`src/rtl/regfile_scoreboard.sv`:
```
// Integer register file: two write ports, two bypassed read ports, a registered debug read port,
// and a per-register busy scoreboard with a live busy count for long-latency results.
module regfile_scoreboard #(
   parameter int              XLEN     = 32,
   parameter int              NREG     = 32,
   parameter int              SP_INDEX = 2,
   parameter logic [XLEN-1:0] SP_RESET = 32'h1001_03FC,
   parameter bit              BYPASS   = 1'b1,
   localparam int             AW       = $clog2(NREG)
) (
   input  logic            iCLK,
   input  logic            iRST,
   input  logic [AW-1:0]   iRs1,
   input  logic [AW-1:0]   iRs2,
   output logic [XLEN-1:0] oRd1,
   output logic [XLEN-1:0] oRd2,
   output logic            oRs1Busy,
   output logic            oRs2Busy,
   input  logic            iWe0,
   input  logic [AW-1:0]   iWa0,
   input  logic [XLEN-1:0] iWd0,
   input  logic            iWe1,
   input  logic [AW-1:0]   iWa1,
   input  logic [XLEN-1:0] iWd1,
   input  logic            iReserve,
   input  logic [AW-1:0]   iResAddr,
   output logic            oResErr,
   output logic [AW:0]     oBusyCount,
   input  logic [AW-1:0]   iDbgSel,
   output logic [XLEN-1:0] oDbgData
);

   logic [XLEN-1:0] regs [NREG];
   logic [NREG-1:0] busy;
   logic [AW:0]     busy_count;
   logic            res_err;
   logic [XLEN-1:0] dbg_data;

   logic we0_ok, we1_ok;
   logic res_clr_same, res_ok, res_rej, set_new, clr_eff;

   assign we0_ok = iWe0 && (iWa0 != '0);
   assign we1_ok = iWe1 && (iWa1 != '0);

   // A reserve landing on a register that retires this same cycle is accepted, not an error.
   assign res_clr_same = iWe1 && (iWa1 == iResAddr);
   assign res_ok  = iReserve && (iResAddr != '0) && (!busy[iResAddr] || res_clr_same);
   assign res_rej = iReserve && (iResAddr != '0) && busy[iResAddr] && !res_clr_same;
   assign set_new = res_ok && !busy[iResAddr];
   assign clr_eff = we1_ok && busy[iWa1] && !(res_ok && (iResAddr == iWa1));

   always_comb begin
      oRd1 = regs[iRs1];
      if (BYPASS && we0_ok && (iWa0 == iRs1)) oRd1 = iWd0;
      if (BYPASS && we1_ok && (iWa1 == iRs1)) oRd1 = iWd1;
      if (iRs1 == '0) oRd1 = '0;
   end

   always_comb begin
      oRd2 = regs[iRs2];
      if (BYPASS && we0_ok && (iWa0 == iRs2)) oRd2 = iWd0;
      if (BYPASS && we1_ok && (iWa1 == iRs2)) oRd2 = iWd1;
      if (iRs2 == '0) oRd2 = '0;
   end

   assign oRs1Busy = busy[iRs1] && !(BYPASS && iWe1 && (iWa1 == iRs1));
   assign oRs2Busy = busy[iRs2] && !(BYPASS && iWe1 && (iWa1 == iRs2));

   always_ff @(posedge iCLK) begin
      if (iRST) begin
         for (int i = 0; i < NREG; i++)
            regs[i] <= (i == SP_INDEX) ? SP_RESET : '0;
         busy       <= '0;
         busy_count <= '0;
         res_err    <= 1'b0;
         dbg_data   <= '0;
      end else begin
         dbg_data <= regs[iDbgSel];
         // Port 1 is assigned last so it wins an address collision.
         if (we0_ok) regs[iWa0] <= iWd0;
         if (we1_ok) regs[iWa1] <= iWd1;
         if (we1_ok && !(res_ok && (iResAddr == iWa1))) busy[iWa1] <= 1'b0;
         if (res_ok) busy[iResAddr] <= 1'b1;
         busy_count <= busy_count + {{AW{1'b0}}, set_new} - {{AW{1'b0}}, clr_eff};
         res_err    <= res_rej;
      end
   end

   assign oResErr    = res_err;
   assign oBusyCount = busy_count;
   assign oDbgData   = dbg_data;

endmodule
```
`config.mk`:
```
export PLATFORM = sky130hd
export DESIGN_NAME = regfile_scoreboard
export DESIGN_NICKNAME = d
export VERILOG_FILES = /design/src/rtl/regfile_scoreboard.sv
export SDC_FILE = /design/constraint.sdc
export NUM_CORES = 2
export LEC_CHECK = 0
export CAP_MARGIN = 20
export CORE_MARGIN = 10
export CORE_UTILIZATION = 35
export CTS_CLUSTER_DIAMETER = 120
export DETAILED_ROUTE_END_ITERATION = 8
export HOLD_SLACK_MARGIN = 0.06
export PLACE_DENSITY = 0.5
export SLEW_MARGIN = 5
export SYNTH_ARGS = -nofsm -noshare
export SYNTH_HDL_FRONTEND = slang
export SYNTH_SLANG_ARGS = --single-unit
```
`constraint.sdc`:
```
create_clock -name iCLK -period 4.9 [get_ports iCLK]
set_input_delay 0.735 -clock iCLK [delete_from_list [all_inputs] [get_ports iCLK]]
set_output_delay 0.735 -clock iCLK [all_outputs]
set_load 0.01 [all_outputs]
```
# Yosys cells after proc, flatten, opt, wreduce, memory -nomap -nowiden
# Memory sizes are Yosys's and may differ from the RTL's. A register that Yosys moved wholly into a read port is not among the register bits.
# Cells that the tools add are included.
[classes]
addsub = 2
order_cmp = 6
n_eq_ne = 6
muxes = 35
bitwise = 3
n_reduce_logical = 35
[op_table]
columns = ["op", "count"]
rows = [
  ["$mux W32", 11],
  ["$reduce_or A32 Y1", 2],
  ["$and A32 B32 Y32", 1],
  ["$not A32 Y32", 1],
  ["$or A32 B32 Y32", 1],
  ["$eq A5 B5 Y1", 6],
  ["$lt A5 B6 Y1 const B", 4],
  ["$logic_and A1 B1 Y1", 22],
  ["$bmux W1 S5", 4],
  ["$mux W1", 16],
  ["$reduce_bool A5 Y1", 3],
  ["$demux W1 S5", 2],
  ["$ge A5 B1 Y1 const B", 2],
  ["$logic_not A5 Y1", 2],
  ["$mux W5", 2],
  ["$add A6 B1 Y6", 1],
  ["$sub A6 B1 Y6", 1],
  ["$logic_not A1 Y1", 5],
  ["$logic_or A1 B1 Y1", 1],
]
[word_totals]
ff_bits = 39
ram_bits = 1024
input_bits = 99
output_inout_bits = 105
memories = 1
[mem_list]
columns = ["name", "depth", "word_bits", "rd", "rd_ports_with_merged_regs", "write_ports", "line", "source"]
rows = [
  ["regs", 32, 32, 3, 1, 32, "33", "logic [XLEN-1:0] regs [NREG];"],
]

# Logic depth before layout (Yosys ltp)
[logic_depth]
word_depth = 12
depth_mapped = 16
mapped_depth_nobuf = 14

# Worst setup path after synthesis
# OpenSTA, ideal clock, no wires.
[synth_timing]
path_kind = "input port to flip-flop"
from = "input iWa0[2]"
to = "memory regs[24][0] (enable)"
setup_ps = 466
t_arrival_ps = 4270
t_required_ps = 4434
setup_slack_ps = 164
cell_stages = 7
cell_sequence = "buf_2 or3_1 buf_2 o31ai_4 or4_1 clkbuf_1 o21ai_0"
[synth_lines]
columns = ["item", "line", "source"]
rows = [
  ["start, declared", "20", "input logic [AW-1:0] iWa0,"],
  ["end, declared", "33", ""],
]

# Worst setup path after layout
[layout_timing]
from = "input iRs2[0]"
to = "output oRd2[0]"
[layout_between]
elab_chain_cells = 5
[layout_rtl]
columns = ["item", "line", "source"]
rows = [
  ["start, declared", "14", "input logic [AW-1:0] iRs2,"],
  ["branches (longest 4 deep; another with $mem_v2 Z32 W32)", "--", ""],
  ["$mux W32 (*)", "63", "if (iRs2 == '0) oRd2 = '0;"],
  ["end, declared", "16", "output logic [XLEN-1:0] oRd2,"],
]
# Every way passes the cells marked *.

==> impl_metrics.py <==
metrics = {
    "run_status": {
        "violations": "setup timing",
        "outcome": "complete, but fails checks",
    },
    "place": {
        "gp_congestion": 0.9337,
        "hpwlAfterDp_um": 228500,
        "port_buffers": 203,
    },
    "final_layout": {
        "utilization": 0.4124,
        "layout_common_cells": "edfxtp_1, a22o_1, mux4_2",
        "fillers": 18210,
        "seqCellArea_sq_um": 32170,
        "area_growth_pct": 16.93,
        "final_layout_size_suffix_gt1_frac": 0.3474,
        "nets": 4843,
        "mostFrequentLayoutCell": "edfxtp_1",
        "multi_input_area_sq_um": 36280,
    },
    "synthesis": {
        "avgSynthCellArea_sq_um": 15.04,
        "synth-async-reset-ratio": 0,
        "synth_cell_types": 59,
        "ys_warn_count": 0,
        "synth_ff_type": "edfxtp_1",
        "netlist_instances": 4695,
        "yosysSeqAreaShare": 0.4555,
        "synth_area_sq_um": 70630,
        "synth_edf_count": 1024,
        "ys_ff_latch": 1095,
    },
    "clock_network": {
        "cts.reportedPaths.clkPinSlew_ns": 0.06,
        "cts_hold_buffers": 0,
        "cts_tree": "built",
        "cts-buffers-inserted": 133,
        "cts_setup_buffers": 0,
        "cts_resized": 1,
        "clk_latency_ns": 0.81,
        "clockRootBuffer": "clkbuf_16",
        "clockBufferDepth": 3,
        "cts.sinks": 1095,
        "htree_levels": 4,
    },
    "timing": {
        "final_hold_viol_count": 0,
        "tightest_slew_ns": 1.246,
        "slew-limit-headroom": 0.1660,
        "fin_crit_ns": 4.976,
        "rsz0062_at_grt": "false",
        "maxSlewViolCount": 0,
        "finalSetupViolations": 1,
        "worst_slack_ns": -0.07638,
        "fmax_mhz": 200.9,
        "period_share": 1.016,
        "finClkSkew_ns": 0.03650,
    },
    "flow_run": {
        "drv_cap": 0,
    },
    "grt": {
        "use_met1": 0.3986,
        "grt_busiest_layer": "met2",
        "grt_pass1_vias": 53720,
        "grt_use_total": 0.3211,
        "grt_use_met3": 0.1099,
        "use_met2": 0.4714,
        "grt_pass1_wl_um": 490800,
        "grt_start_max_net_pins": 73,
        "antenna_found_initial": 28,
        "grt_overflow": 0,
    },
    "power_and_ir_drop": {
        "p_clk_frac": 0.387,
        "p_int_mw": 19.13,
        "power_density_nw_per_um2": 325.7,
        "peakVddDrop_uv": 377.4,
        "finalPower_mw": 26.90,
        "leakagePower_nw": 27.25,
        "power_switching_mw": 7.771,
        "switching_share": 0.2889,
        "combPwrFrac": 0.195,
        "p_seq_frac": 0.418,
    },
    "worst_setup_path": {
        "path_class": "in2out",
        "cp-end-kind": "output pin",
        "worstPathRequired_ns": 4.16,
        "critPathLaunchType": "input port",
        "cp_max_fo": 24,
        "crit_arrival_ns": 4.24,
    },
    "die": {
        "dieArea_sq_um": 220200,
        "die_w_um": 469.2,
        "die_y_um": 469.2,
        "std_cell_rows": 164,
        "coreArea_sq_um": 200300,
        "start_util": 0.3526,
        "pin_count": 204,
    },
    "route": {
        "viasPerCell": 7.446,
        "wl_um": 368100,
        "first_pass_iters": 8,
        "ant_nets": 0,
        "routedWlPerCell_um": 49.03,
        "drc_errors": 0,
        "num_vias": 55910,
        "drt_iter0_markers": 9634,
    },
    "min_path": {
        "hold_class": "in2reg",
    },
}
==> critical path, stage by stage <==
cell	delay (ns)
buf_8	0.37
buf_12	0.30
buf_4	0.21
mux4_2	0.51
mux4_2	0.47
a22oi_1	0.81
nand2_1	0.18
clkdlybuf4s50_1	0.61
==> cell families (layout without fill, tap and decap cells) <==
logic type	Yosys count	count (layout)	share of synthesized area
compound gates	1375	1375	0.1596
flops	1095	1095	0.4555
mux	1022	1022	0.3096
buf+inv	786	899	0.04356
simple gates	379	379	0.02663
xor+xnor	30	30	0.003720
fa+ha+maj	7	7	0.001346
other cells	1	45	0.00005310
==> synth_stat cells (3+ instances only) <==
cell type | n | area share
a22oi_1 | 132 | 0.014
nand4_1 | 4 | 0.00035
o32ai_1 | 4 | 0.00050
nand2_1 | 55 | 0.0029
buf_1 | 121 | 0.0064
a211oi_1 | 59 | 0.0063
nor3b_1 | 3 | 0.00032
edfxtp_1 | 1024 | 0.44
or3_1 | 12 | 0.0011
nor4_1 | 3 | 0.00027
nand3_1 | 15 | 0.0011
a21oi_1 | 65 | 0.0046
buf_2 | 58 | 0.0041
mux2i_1 | 91 | 0.013
o31ai_1 | 29 | 0.0031
xnor2_1 | 17 | 0.0021
ha_1 | 6 | 0.0011
inv_1 | 30 | 0.0016
nor2b_1 | 67 | 0.0059
a22o_1 | 982 | 0.12
a31oi_1 | 3 | 0.00027
xor2_1 | 13 | 0.0016
o21ai_0 | 63 | 0.0045
o22a_1 | 10 | 0.0012
nor2_1 | 137 | 0.0073
o22ai_1 | 18 | 0.0016
clkbuf_2 | 10 | 0.00071
nand2b_1 | 5 | 0.00044
nand3b_1 | 9 | 0.00096
mux4_2 | 930 | 0.30
clkbuf_1 | 557 | 0.030
and2_1 | 17 | 0.0015
or4_1 | 6 | 0.00064
dfxtp_1 | 71 | 0.020
nor3_1 | 35 | 0.0025
buf_4 | 7 | 0.00074
==> sequential cells by signal (all words and copies together), names as in the netlist <==
| register | cells |
|---|---|
| regs | 1024 |
| busy | 32 |
| oDbgData | 32 |
| oBusyCount | 6 |
| oResErr | 1 |
==> worst paths after layout <==
check,depth (start not counted),start,endpoint,slack [ns]
worst max register to register,13,busy[15],oBusyCount[4],1.78
worst max-delay path,8,iRs2[0],oRd2[0],-0.08
worst min-delay path,2,iRST,oBusyCount[2],0.32
worst min register to register,1,busy[0],busy[0],0.52
==> routing by layer <==
layer	vias to the layer above	wire (um)
met2	4830	159600
met1	29600	130300
met3	1207	48120
met5	-	157
li1	20250	-
met4	24	29970
==> layout make-up <==
cell class,count,area share
Clock inverter,66,0.009696
Inverter,31,0.001439
Sequential cell,1095,0.3895
Clock buffer,171,0.04392
Antenna cell,13,0.0003939
Timing Repair Buffer,631,0.07551
Multi-Input combinational cell,2845,0.4393
Tap cell,2656,0.04024
==> metrics by stage <==
step                setup TNS, ns  setup slack, ns  instances  instance area, sq um  hold slack, ns
global route                    0        0.0009894       7499                 82560          0.3198
finish                   -0.07638         -0.07638       7508                 82590          0.3176
global placement         -0.08503         -0.08503       7257                 78090          0.5038
floorplan                       0           0.1643       4726                 70740          0.4772
CTS                             0          0.05094       7495                 82550          0.2876
detailed placement        -0.1015          -0.1015       7258                 78120          0.5210
==> power groups by stage <==
stage | logic, mW | clock network (mW) | registers [mW]
after CTS | 5.11 | 10.4 | 11.2
after global placement | 5.09 | 0 | 11.4
after detailed placement | 5.09 | 0 | 11.4
after floorplan | 2.82 | 0 | 11.3
after global routing | 5.29 | 10.8 | 11.3
final | 5.23 | 10.4 | 11.3
(Power assumes the default switching activity.)
